`config.mk`:
```
export PLATFORM = sky130hd
export DESIGN_NAME = rv_fetch_queue
export DESIGN_NICKNAME = d
export VERILOG_FILES = /design/src/rtl/rv_fetch_queue.sv
export SDC_FILE = /design/constraint.sdc
export NUM_CORES = 1
export LEC_CHECK = 0
export CAP_MARGIN = 40
export CELL_PAD_IN_SITES_DETAIL_PLACEMENT = 0
export CELL_PAD_IN_SITES_GLOBAL_PLACEMENT = 1
export CORE_MARGIN = 2
export CORE_UTILIZATION = 40
export CTS_CLUSTER_DIAMETER = 60
export DETAILED_ROUTE_END_ITERATION = 16
export HOLD_SLACK_MARGIN = 0.06
export PLACE_DENSITY = 0.68
export REMOVE_ABC_BUFFERS = 1
export SKIP_CTS_REPAIR_TIMING = 1
export SLEW_MARGIN = 40
export SYNTH_ARGS = -nofsm -noshare
export SYNTH_HDL_FRONTEND = slang
export SYNTH_SLANG_ARGS = --single-unit
export TNS_END_PERCENT = 10
```
`constraint.sdc`:
```
create_clock -name clk -period 12.8 [get_ports clk]
set_input_delay 1.92 -clock clk [delete_from_list [all_inputs] [get_ports clk]]
set_output_delay 1.92 -clock clk [all_outputs]
set_load 0.05 [all_outputs]
```
`src/rtl/rv_fetch_queue.sv`:
```
// RV32I fetch front end: PC generator, in-order imem request/response interface and a
// DEPTH-entry prefetch FIFO with redirect flush and misaligned-target fault reporting.
module rv_fetch_queue #(
  parameter int unsigned     XLEN     = 32,
  parameter int unsigned     DEPTH    = 4,
  parameter logic [XLEN-1:0] RESET_PC = '0
) (
  input  logic            clk,
  input  logic            reset,
  output logic            imem_req,
  output logic [XLEN-1:0] imem_addr,
  input  logic            imem_rvalid,
  input  logic [31:0]     imem_rdata,
  input  logic            redirect_valid,
  input  logic [XLEN-1:0] redirect_pc,
  output logic            if_valid,
  input  logic            if_ready,
  output logic [XLEN-1:0] if_pc,
  output logic [XLEN-1:0] if_pc4,
  output logic [31:0]     if_instr,
  output logic            if_fault
);
  localparam int unsigned CW      = $clog2(DEPTH + 1);
  localparam int unsigned PW      = $clog2(DEPTH);
  localparam logic [31:0] NOP     = 32'h0000_0013;
  localparam logic [CW:0] DEPTH_W = (CW+1)'(DEPTH);

  typedef enum logic [1:0] {RUN, FPUSH, HALT} state_t;
  state_t state, state_nxt;

  logic [CW-1:0]   count, outst, drop;
  logic [XLEN-1:0] fetch_pc, fault_pc;

  // PCs of issued requests, consumed in order as kept responses return
  logic [XLEN-1:0] ipc_q [DEPTH];
  logic [PW-1:0]   ipc_wr, ipc_rd;

  logic [XLEN-1:0]  pc_q    [DEPTH];
  logic [31:0]      instr_q [DEPTH];
  logic [DEPTH-1:0] fault_q;
  logic [PW-1:0]    rd_ptr, wr_ptr;

  logic            issue, resp_keep, resp_drop, fault_push, push, pop;
  logic [XLEN-1:0] push_pc;
  logic [31:0]     push_instr;
  logic            push_fault;
  logic [CW:0]     in_use;

  always_comb begin
    in_use     = {1'b0, count} + {1'b0, outst} + {1'b0, drop};
    issue      = (state == RUN) && !redirect_valid && (in_use < DEPTH_W);
    resp_drop  = imem_rvalid && (drop != '0);
    resp_keep  = imem_rvalid && (drop == '0) && (state == RUN);
    fault_push = (state == FPUSH) && (drop == '0);
    pop        = if_valid && if_ready && !redirect_valid;
    push       = !redirect_valid && (resp_keep || fault_push);
    push_pc    = fault_push ? fault_pc : ipc_q[ipc_rd];
    push_instr = fault_push ? NOP : imem_rdata;
    push_fault = fault_push;

    state_nxt = state;
    if (redirect_valid)
      state_nxt = (redirect_pc[1:0] != 2'b00) ? FPUSH : RUN;
    else if (fault_push)
      state_nxt = HALT;
  end

  always_ff @(posedge clk or posedge reset) begin
    if (reset) state <= RUN;
    else       state <= state_nxt;
  end

  // A redirect moves every in-flight request into the drop count, less any response
  // landing in the same cycle, and discards the matching PC FIFO entries.
  always_ff @(posedge clk or posedge reset) begin
    if (reset) begin
      fetch_pc <= RESET_PC;
      fault_pc <= RESET_PC;
      count    <= '0;
      outst    <= '0;
      drop     <= '0;
      ipc_wr   <= '0;
      ipc_rd   <= '0;
      rd_ptr   <= '0;
      wr_ptr   <= '0;
    end else if (redirect_valid) begin
      fetch_pc <= redirect_pc;
      fault_pc <= redirect_pc;
      count    <= '0;
      wr_ptr   <= rd_ptr;
      drop     <= drop + outst - CW'(imem_rvalid);
      outst    <= '0;
      ipc_rd   <= ipc_wr;
    end else begin
      if (issue) begin
        fetch_pc <= fetch_pc + XLEN'(4);
        ipc_wr   <= ipc_wr + PW'(1);
      end
      if (resp_keep) ipc_rd <= ipc_rd + PW'(1);
      if (resp_drop) drop   <= drop - CW'(1);
      outst <= outst + CW'(issue) - CW'(resp_keep);
      if (push) wr_ptr <= wr_ptr + PW'(1);
      if (pop)  rd_ptr <= rd_ptr + PW'(1);
      count <= count + CW'(push) - CW'(pop);
    end
  end

  always_ff @(posedge clk) begin
    if (issue) ipc_q[ipc_wr] <= fetch_pc;
  end

  always_ff @(posedge clk or posedge reset) begin
    if (reset) begin
      for (int unsigned i = 0; i < DEPTH; i++) begin
        pc_q[PW'(i)]    <= RESET_PC;
        instr_q[PW'(i)] <= NOP;
      end
      fault_q <= '0;
    end else if (push) begin
      pc_q[wr_ptr]    <= push_pc;
      instr_q[wr_ptr] <= push_instr;
      fault_q[wr_ptr] <= push_fault;
    end
  end

  assign imem_req  = issue && !reset;
  assign imem_addr = fetch_pc;
  assign if_valid  = (count != '0);
  assign if_pc     = pc_q[rd_ptr];
  assign if_instr  = instr_q[rd_ptr];
  assign if_fault  = fault_q[rd_ptr];
  assign if_pc4    = if_pc + XLEN'(4);

endmodule

```
Word-level counts from Yosys, hierarchy flattened

Memories as Yosys holds them, arrays and structs flattened.
Cells that the tools add are included.

Equality and inequality tests: 1
Bitwise logic cells: 3
$lt $le $gt $ge: 7
Reduce and logical (&&, ||, !) cells: 27
$add $sub $neg: 15
Multiplexer cells: 32

Operators with widths:

| kind                                                                  | number |
|---|---|
| 32-bit 2-to-1 mux                                                     | 9 |
| 128-bit bitwise mux                                                   | 2 |
| 32-bit binary-select mux with 2-bit select                            | 2 |
| 32-bit by 3-bit adder with 32-bit output (second input constant)      | 2 |
| 32-bit demux with 2-bit select                                        | 1 |
| 1-bit logical AND                                                     | 12 |
| 2-bit 2-to-1 mux                                                      | 6 |
| 3-bit 2-to-1 mux                                                      | 4 |
| 2-bit nonzero test                                                    | 6 |
| 3-bit by 1-bit subtractor with 3-bit output                           | 3 |
| 2-bit by 1-bit adder with 2-bit output (second input constant)        | 4 |
| 3-bit by 1-bit adder with 3-bit output                                | 2 |
| 3-bit >= comparator (second input constant)                           | 2 |
| 2-bit by 3-bit < comparator with 1-bit output (second input constant) | 2 |
| 2-bit NOT with 3-bit output                                           | 2 |
| 3-bit nonzero test                                                    | 2 |
| 1-bit 2-to-1 mux                                                      | 5 |
| 3-bit by 3-bit adder with 4-bit output                                | 1 |
| 4-bit by 3-bit adder with 4-bit output                                | 1 |
| 4-bit bitwise mux                                                     | 1 |
| 4-bit by 3-bit < comparator with 1-bit output (second input constant) | 1 |
| 2-bit AND reduction                                                   | 2 |
| 3-bit adder                                                           | 1 |
| 3-bit zero test                                                       | 1 |
| other kinds (10)                                                      | 11 |

Output and inout port bits: 131
Memory bits (writable): 128
Input bits: 69
Memories: 1
Flip-flop bits (word level): 343
Logic and storage cells: 105

Memory list:

| name  | depth | bits a word | read ports | clocked after memory_dff | wr ports | RTL line | text |
|---|---|---|---|---|---|---|---|
| ipc_q | 4     | 32          | 1          | 0                        | 1        | 35       | `logic [XLEN-1:0] ipc_q [DEPTH];` |

Logic depth before layout (Yosys ltp)

Gate-level depths: netlist of the first run.

Word-level depth: 8
Gate-level depth with buffers: 16
Gate-level depth less buffers: 14

Worst setup path after synthesis of the first run

No wires, ideal clock.

Path type: register to output
Start: register rd_ptr[0]
End: output if_pc4[30]
Data required time: 10,880 ps
Setup slack: 7,381 ps
Arrival time: 3,499 ps
Stages on the path, launching flop included: 12
Path buffers: 4
Cell sequence: dfrtp_1 -> buf_6 -> buf_12 -> buf_6 -> mux4_2 -> ha_1 -> nand2_1 -> o22ai_2 -> or4b_1 -> buf_2 -> nor4b_2 -> xor2_1

Longest elaborated chain between the ends: 5

Ends and longest elaborated chain:

| item                                                  | RTL line | text |
|---|---|---|
| start, declared                                       | 41       | `logic [PW-1:0] rd_ptr, wr_ptr;` |
| start signal, assigned                                | 103      | `if (pop) rd_ptr <= rd_ptr + PW'(1);` |
| 2-bit NOT with 3-bit output (not written as such)     | 129      | `assign if_pc = pc_q[rd_ptr];` |
| 32-bit binary-select mux with 2-bit select            | 129      |  |
| 32-bit 2-to-1 mux (not written as such) (2 in series) | 129      |  |
| net if_pc[2]                                          | 18       | `output logic [XLEN-1:0] if_pc,` |
| 32-bit by 3-bit adder with 32-bit output              | 132      | `assign if_pc4 = if_pc + XLEN'(4);` |
| end, declared                                         | 19       | `output logic [XLEN-1:0] if_pc4,` |

The timed path passes the listed nets, and every way through them passes these cells. The select of a mux whose other input is x is not followed.

Worst setup path in the final report of the first run

Start: register rd_ptr[1]
End: output if_pc4[30]

Longest elaborated chain between the ends: 5

Ends and longest elaborated chain:

| item                                                  | RTL line |
|---|---|
| 2-bit NOT with 3-bit output (not written as such)     | 129 |
| 32-bit binary-select mux with 2-bit select            | 129 |
| 32-bit 2-to-1 mux (not written as such) (2 in series) | 129 |
| 32-bit by 3-bit adder with 32-bit output              | 132 |

No other way between the ends. The select of a mux whose other input is x is not followed.

==> results of run 1 <==
[worst register-to-register path: cells and delay by family, from the launching register on]
kind / cells / cell delay [ns]
xor+xnor: 2 / 0.33
fa+ha+maj: 5 / 1.68
buf+inv: 6 / 0.96
flops: 1 / 0.44
simple gates: 3 / 0.64
[sequential cells by signal, summed over array words and instances (netlist names)]
| name | cells |
|---|---|
| wr_ptr | 2 |
| imem_addr | 32 |
| pc_q | 128 |
| ipc_wr | 2 |
| ipc_rd | 2 |
| state | 2 |
| ipc_q | 128 |
| instr_q | 128 |
| drop | 3 |
| rd_ptr | 2 |
| outst | 3 |
| count | 3 |
| fault_pc | 32 |
| fault_q | 4 |
[worst max path at each step]
stage | end | start | slack (ns)
final | if_pc4[30] | rd_ptr[1] | 5.98
after global routing | if_pc4[22] | rd_ptr[1] | 5.82
after CTS | if_pc4[30] | rd_ptr[1] | 5.91
after detailed placement | if_pc4[30] | rd_ptr[1] | 6.58
after global placement | if_pc4[30] | rd_ptr[0] | 6.43
after floorplan | count[0] | reset | 1.39
[cells in the mapped netlist (all sizes together) (4+ instances only)]
cell	n	share of area (%)
nor4	7	0.41
nor3	11	0.27
mux4	97	11
buf	23	0.69
fa	6	0.58
clkbuf	92	1.7
o21ai	312	7.6
xor2	20	0.85
inv	56	1.0
and3	7	0.21
a21oi	14	0.34
dfstp	12	1.5
a31oi	4	0.12
mux2	5	0.27
edfxtp	128	19
xnor2	23	0.98
mux2i	37	1.8
or2	5	0.15
o311ai	15	0.64
nand3	26	0.63
ha	20	1.2
dfrtp	331	40
nor2	26	0.47
nand4	20	0.64
nand2	359	6.5
and2	9	0.27
o211ai	14	0.51
[per-stage QoR]
step	util [%]	hold slack [ns]	instance area [sq um]
5_1_grt	48.91	0.4908	25040
3_3_place_gp	45.33	0.4561	23210
4_1_cts	48.84	0.4785	25010
3_5_place_dp	45.49	0.4659	23290
6_report	48.91	0.4746	25040
2_1_floorplan	-	0.4446	20140
[area by class of cell]
type,count,area share (%)
Sequential cell,471,49.74
Clock inverter,25,0.9095
Multi-Input combinational cell,1067,30.17
Inverter,57,0.9045
Tap cell,680,3.398
Clock buffer,73,5.956
Timing Repair Buffer,223,8.925
[layer usage]
layer | part of all wire, % | vias to the layer above | global-route usage [%]
met5 | 0 | - | 0
li1 | - | 6429 | -
met4 | 1.9 | 0 | 4.738
met1 | 46 | 6845 | 28.95
met2 | 47 | 302 | 31.61
met3 | 4.8 | 65 | 3.605
[where the power goes]
part | switching [mW] | internal [mW]
Clock | 0.617 | 0.876
Combinational | 1.79 | 1.04
Sequential | 0.325 | 1.97
Total | 2.74 | 3.89
[cell families (layout without fill, tap and decap cells)]
group,after synthesis,in the layout,share of synthesized area [%]
AOI/OAI and AO/OA,371,371,9.688
xor gates and xnor gates,43,43,1.826
adders and majority gates,26,26,1.796
buffers and inverters,172,378,3.403
DFF,471,471,60.32
muxes,139,139,12.66
and+or+nand+nor,488,488,10.31
==> impl_metrics.py, run 1 <==
metrics = {
    "run_status": {
        "status": "finished clean",
    },
    "detailed_routing": {
        "antenna_left": 0,
        "routed_wl_um": 52960,
        "drt-pass1-iter-count": 6,
        "drt_iter0_markers": 871,
        "via_count": 13640,
        "viasPerCell": 5.255,
        "remaining_drc_errors": 0,
        "wl_per_cell_um": 20.40,
    },
    "timing": {
        "setup_violations": 0,
        "slew_headroom_pct": 50.01,
        "final-max-slew-violation-count": 0,
        "tns_ns": 0,
        "worst_pin_slew_ns": 0.7499,
        "hold_viol": 0,
        "rsz0062_at_grt": "no",
        "fin_crit_ns": 6.818,
        "skew_ns": 0.02713,
        "period_share_pct": 53.27,
        "final.setup.worst_slack_ns": 5.982,
        "max_freq_mhz": 146.7,
    },
    "place": {
        "io_buffers": 199,
        "place_inst": 2497,
        "place.gp.congestion": 0.7689,
        "dpl_worst_slack_ns": 6.584,
        "dp_hpwl_um": 34280,
    },
    "power": {
        "peakVddDrop_uv": 113.7,
        "leakage_nw": 10.39,
        "p_per_area_nw_per_um2": 264.6,
        "power_mw": 6.625,
    },
    "setup_path": {
        "r2r-end": "outst[2]",
        "required_ns": 10.88,
        "end_kind": "output port",
        "r2r-start": "count[1]",
        "critPathLaunchType": "flip-flop",
        "crit_chain": "buf_4 > mux4_2 > nand4_2 > or4b_1 > nor4b_2 > xor2_1 > clkdlybuf4s50_1",
        "arrival_ns": 4.90,
        "max_stage_delay_ns": 0.84,
        "slowest_stage": "clkdlybuf4s50_1",
        "crit_family": "buffers and inverters",
        "critPathBufInv": 2,
        "worstRegToRegCells": 16,
        "path_depth": 7,
        "worstSetupPathType": "reg -> out",
        "path_max_fanout": 39,
        "r2r_slack_ns": 8.62,
    },
    "grt": {
        "grt_usage_pct": 20.04,
        "grt_max_degree": 133,
        "antenna_found_initial": 0,
        "grt_overflow": 0,
        "grt_pass1_wl_um": 82000,
        "first_global_vias": 13550,
    },
    "synth": {
        "syn-cell-area_sq_um": 20630,
        "synth.yosys.seq_area_share_pct": 60.32,
        "yosysWarnings": 0,
        "ys_types": 56,
        "ys_ff_latch": 471,
        "avgSynthCellArea_sq_um": 12.06,
        "synth_ff_type": "dfrtp_1",
        "synth-async-reset-ratio_pct": 72.82,
        "syn_inst": 1710,
        "synth_edf_count": 128,
    },
    "hold_path": {
        "holdCritPathClass": "reg -> reg",
        "min_path_cells": 2,
        "whs_endpoint": "pc_q[48]",
        "hold_path_startpoint": "pc_q[48]",
    },
    "die": {
        "dieWidth_um": 231.1,
        "die_area_sq_um": 53400,
        "core_area_sq_um": 51200,
        "start_util_pct": 40.29,
        "io_pins": 200,
        "row_count": 83,
        "die_y_um": 231.1,
    },
    "finish": {
        "regArea_sq_um": 12450,
        "fin_cells": 2596,
        "final_net_count": 1967,
        "area_growth_pct": 21.40,
        "drive_gt1_share_pct": 13.10,
        "multi_input_area_sq_um": 7553,
        "final_common_cell": "nand2_1",
        "diodes": 0,
        "final_cell_mix": "355 x nand2_1, 327 x dfrtp_1, 300 x o21ai_0",
        "nFillCells": 4528,
    },
    "clock_network": {
        "cts_buffers": 52,
        "cts_max_level": 2,
        "clock_latency_ns": 0.60,
        "root_buffer": "clkbuf_16",
        "clkTransAtPathRegs_ns": 0.06,
        "clockBufferDepth": 3,
        "cts.sinks": 471,
        "cts_tree": "built",
    },
    "run": {
        "maxCapViolCount": 0,
    },
}
Power figures use the tool's default switching activity.
==> inputs of run 2 (changes only) <==
==> constraint.sdc (replaced) <==
create_clock -name clk -period 7.05 [get_ports clk]
set_input_delay 1.0575 -clock clk [delete_from_list [all_inputs] [get_ports clk]]
set_output_delay 1.0575 -clock clk [all_outputs]
set_load 0.05 [all_outputs]
==> run 2 against run 1 <==
Net effect: critical path depth grew 1; non-clock buffer count down 2; count of clock-buffer cells in the layout increased by 7; cell count hardly changed; sequential share of layout area fell by 0.089 points; critical endpoint unchanged.
==> impl_metrics.py, run 2 (synthesized netlist as in run 1, its figures left out) <==
metrics = {
    "grt": {
        "grt_usage_pct": 19.98,
        "first_global_vias": 13720,
        "antenna_found_initial": 0,
        "grt_max_degree": 135,
        "grt_pass1_wl_um": 82100,
        "grt_overflow": 0,
    },
    "setup_path": {
        "slowest_stage": "dfrtp_4",
        "r2r_slack_ns": 3.22,
        "crit_path_end": "if_pc4[30]",
        "arrival_ns": 4.68,
        "critPathBufInv": 1,
        "required_ns": 5.99,
        "path_depth": 8,
        "worstRegToRegCells": 9,
        "startpoint": "rd_ptr[0]",
        "end_kind": "output port",
        "crit_chain": "mux4_2 > ha_1 > nand2_1 > o22ai_2 > or4b_1 > nor4b_2 > xor2_1 > clkdlybuf4s50_1",
        "worstSetupPathType": "reg -> out",
        "crit_family": "simple AND/OR/NAND/NOR gates",
        "path_max_fanout": 34,
        "critPathLaunchType": "flip-flop",
        "r2r-start": "count[1]",
        "max_stage_delay_ns": 0.89,
        "r2r-end": "ipc_q[2][1]",
    },
    "power": {
        "peakVddDrop_uv": 233.6,
        "power_mw": 12.08,
        "p_per_area_nw_per_um2": 481.8,
        "leakage_nw": 10.44,
    },
    "timing": {
        "skew_ns": 0.02020,
        "tns_ns": 0,
        "hold_viol": 0,
        "period_share_pct": 81.39,
        "max_freq_mhz": 174.3,
        "fin_crit_ns": 5.738,
        "slew_headroom_pct": 48.59,
        "worst_pin_slew_ns": 0.7711,
        "final-max-slew-violation-count": 0,
        "setup_violations": 0,
        "rsz0062_at_grt": "no",
    },
    "hold_path": {
        "holdCritPathClass": "reg -> reg",
    },
    "detailed_routing": {
        "drt_iter0_markers": 890,
        "viasPerCell": 5.226,
        "remaining_drc_errors": 0,
        "drt-pass1-iter-count": 5,
        "routed_wl_um": 52380,
        "antenna_left": 0,
        "via_count": 13560,
        "wl_per_cell_um": 20.19,
    },
    "finish": {
        "top_regs": "instr_q x128, ipc_q x128, pc_q x128",
        "final_common_cell": "nand2_1",
        "final_net_count": 1965,
        "diodes": 0,
        "final_cell_mix": "355 x nand2_1, 327 x dfrtp_1, 300 x o21ai_0",
        "area_growth_pct": 21.61,
        "drive_gt1_share_pct": 13.17,
    },
    "die": {
        "row_count": 83,
        "die_y_um": 231.1,
        "die_area_sq_um": 53400,
        "start_util_pct": 40.29,
        "dieWidth_um": 231.1,
        "io_pins": 200,
        "core_area_sq_um": 51200,
    },
    "clock_network": {
        "clkTransAtPathRegs_ns": 0.06,
        "cts.sinks": 471,
        "root_buffer": "clkbuf_16",
        "cts_buffers": 52,
        "cts_tree": "built",
        "cts_max_level": 2,
        "clock_latency_ns": 0.60,
        "clockBufferDepth": 3,
    },
    "place": {
        "dp_hpwl_um": 33390,
        "io_buffers": 199,
        "place.gp.congestion": 0.7696,
    },
    "run": {
        "maxCapViolCount": 0,
    },
    "run_status": {
        "status": "finished clean",
    },
}
## run 2: worst min-delay path by stage
stage | start | end | slack, ns | cells after the start
after floorplan | instr_q[34] | instr_q[34] | 0.44 | 2
after global placement | instr_q[74] | instr_q[74] | 0.46 | 2
after detailed placement | instr_q[46] | instr_q[46] | 0.47 | 2
after CTS | instr_q[25] | instr_q[25] | 0.48 | 2
after global routing | pc_q[58] | pc_q[58] | 0.49 | 2
final | instr_q[2] | instr_q[2] | 0.47 | 2
## run 2: cell type report
| type | count | area [sq um] |
|---|---|---|
| multi-input cells | 1067 | 7553 |
| flip-flops and latches | 471 | 12450 |
| well taps | 680 | 850.8 |
| clock buffers | 80 | 1620 |
| fillers | 4537 | 26110 |
| inverters | 57 | 221.5 |
| clock inverters | 18 | 178.9 |
| repair buffers | 221 | 2205 |
## run 2: power by group
part	total [mW]	switching, mW	internal (mW)	leakage (nW)
clock	2.80	1.11	1.69	0.898
combinational	5.12	3.24	1.87	3.97
sequential	4.17	0.584	3.58	5.57
## run 2: through the flow
stage	setup slack, ns	cell area [sq um]	utilization [%]	instances	hold WS [ns]
floorplan	-3.496	20140	-	1595	0.4446
global placement	1.872	23230	45.38	2495	0.4559
detailed placement	1.892	23270	45.46	2496	0.4661
CTS	1.237	25070	48.97	2594	0.4792
global route	1.126	25080	48.99	2594	0.4868
finish	1.312	25080	48.99	2594	0.4747
## run 2: routing by layer
metal | GRT usage, % | wire [um] | share of wire, %
met1 | 28.24 | 24210 | 46
met2 | 32.37 | 25040 | 48
met3 | 3.396 | 2167 | 4.1
met4 | 4.718 | 957 | 1.8
met5 | 0 | 0 | 0
## run 2: tightest hold or removal path, cell delays in order (launching register included)
cell and delay [ns]:
dfrtp_1 0.33, nand2_1 0.04, o21ai_0 0.06
==> inputs of run 3 (changes only) <==
==> constraint.sdc (replaced) <==
create_clock -name clk -period 5.9 [get_ports clk]
set_input_delay 0.885 -clock clk [delete_from_list [all_inputs] [get_ports clk]]
set_output_delay 0.885 -clock clk [all_outputs]
set_load 0.05 [all_outputs]
==> run 3 against run 2 <==
Net effect: die area unchanged; utilization down 0.059 points; via count up 1.3%; non-clock buffer count up 8; critical path depth down 1; register-to-register slack worse by 1.5 ns; sequential power up 19%.
==> impl_metrics.py, run 3 (synthesized netlist as in run 1, its figures left out) <==
metrics = {
    "grt": {
        "grt_usage_pct": 19.95,
        "grt_overflow": 0,
        "antenna_found_initial": 0,
        "grt_max_degree": 130,
        "grt_pass1_wl_um": 82140,
        "first_global_vias": 13800,
    },
    "finish": {
        "top_regs": "instr_q x128, ipc_q x128, pc_q x128",
        "drive_gt1_share_pct": 13.12,
        "final_common_cell": "nand2_1",
        "diodes": 0,
        "area_growth_pct": 21.47,
        "final_cell_mix": "355 x nand2_1, 327 x dfrtp_1, 300 x o21ai_0",
        "final_net_count": 1974,
        "nFillCells": 4527,
    },
    "hold_path": {
        "holdCritPathClass": "reg -> reg",
    },
    "detailed_routing": {
        "viasPerCell": 5.279,
        "routed_wl_um": 52690,
        "drt-pass1-iter-count": 6,
        "antenna_left": 0,
        "via_count": 13730,
        "drt_iter0_markers": 945,
        "wl_per_cell_um": 20.26,
        "remaining_drc_errors": 0,
    },
    "timing": {
        "max_freq_mhz": 184.3,
        "hold_viol": 0,
        "period_share_pct": 91.97,
        "skew_ns": 0.02668,
        "slew_headroom_pct": 47.89,
        "rsz0062_at_grt": "no",
        "worst_pin_slew_ns": 0.7752,
        "whs_ns": 0.4748,
        "final-max-slew-violation-count": 0,
        "setup_violations": 0,
        "fin_crit_ns": 5.426,
        "tns_ns": 0,
    },
    "power": {
        "leakage_nw": 10.42,
        "peakVddDrop_uv": 251.2,
        "p_per_area_nw_per_um2": 574.7,
        "power_mw": 14.40,
    },
    "setup_path": {
        "worstSetupPathType": "reg -> out",
        "crit_family": "simple AND/OR/NAND/NOR gates",
        "r2r_slack_ns": 1.76,
        "end_kind": "output port",
        "crit_chain": "buf_4 > mux4_2 > nand4_2 > or4b_1 > nor3_1 > xor2_1 > clkdlybuf4s50_1",
        "slowest_stage": "clkdlybuf4s50_1",
        "required_ns": 5.02,
        "path_max_fanout": 27,
        "critPathBufInv": 2,
        "critPathLaunchType": "flip-flop",
        "arrival_ns": 4.54,
        "max_stage_delay_ns": 0.85,
    },
    "clock_network": {
        "clockBufferDepth": 3,
        "cts_max_level": 2,
        "root_buffer": "clkbuf_16",
        "cts_tree": "built",
        "clkTransAtPathRegs_ns": 0.06,
        "cts_buffers": 53,
        "clock_latency_ns": 0.60,
        "cts.sinks": 471,
    },
    "die": {
        "core_area_sq_um": 51200,
        "row_count": 83,
        "dieWidth_um": 231.1,
        "die_y_um": 231.1,
        "start_util_pct": 40.29,
        "die_area_sq_um": 53400,
        "io_pins": 200,
    },
    "run": {
        "maxCapViolCount": 0,
    },
    "place": {
        "io_buffers": 199,
        "dp_hpwl_um": 34690,
        "place.gp.congestion": 0.7908,
    },
    "run_status": {
        "status": "finished clean",
    },
}
## run 3: changes by cell type in the layout (fill, tap and decap cells not counted), moves of 2 or more
cell	delta
clkbuf_1	+4
clkinv_1	+3
clkinv_2	-2
buf_6	-4
buf_4	+13
inv_4	-3
clkbuf_8	-2
clkinv_8	+2
## run 3: final timing paths
| check | cells after the start | start | end |
|---|---|---|---|
| min in group asynchronous | 2 | reset | imem_addr[11] |
| max | 7 | rd_ptr[0] | if_pc4[18] |
| max in group asynchronous | 3 | reset | ipc_rd[1] |
| min | 2 | instr_q[3] | instr_q[3] |
| min reg2reg | 2 | instr_q[3] | instr_q[3] |
| max reg2reg | 9 | count[1] | ipc_q[0][4] |
## run 3: worst reg2reg max path, delay by kind of cell (launching register included)
| family | cells | cell delay (ns) |
|---|---|---|
| AND/OR/NAND/NOR | 3 | 1.44 |
| buffers and inverters | 3 | 0.93 |
| adder cells (fa/ha/maj) | 2 | 0.84 |
| flip-flops | 1 | 0.44 |
| XOR/XNOR | 1 | 0.16 |
## run 3: final cells by class
type / instances / area, sq um / area share [%]
inverters: 57 / 226.5 / 0.9039
flip-flops and latches: 471 / 12450 / 49.71
repair buffers: 229 / 2237 / 8.929
clock buffers: 81 / 1583 / 6.317
well taps: 680 / 850.8 / 3.396
multi-input cells: 1067 / 7553 / 30.15
clock inverters: 16 / 148.9 / 0.5943
## run 3: power breakdown
group / switching (mW) / internal [mW]
Clock: 1.31 / 1.93
Sequential: 0.697 / 4.28
Combinational: 3.92 / 2.25
Total: 5.93 / 8.47
## run 3: per-stage QoR
stage / worst slack, ns / instance area (sq um) / std cells / utilization [%]
floorplan: -4.474 / 20140 / 1595 / -
global placement: 1.050 / 23300 / 2504 / 45.51
detailed placement: 1.025 / 23320 / 2504 / 45.54
CTS: 0.3801 / 25050 / 2601 / 48.93
global route: 0.2203 / 25050 / 2601 / 48.94
finish: 0.4735 / 25050 / 2601 / 48.94
## run 3: routing by layer
metal	vias up	wire [um]	global-route usage, %	part of all wire (%)
li1	6427	-	-	-
met2	313	24760	31.37	47
met3	65	2230	2.867	4.2
met5	-	0	0	0
met4	0	1056	5.887	2.0
met1	6926	24640	28.93	47
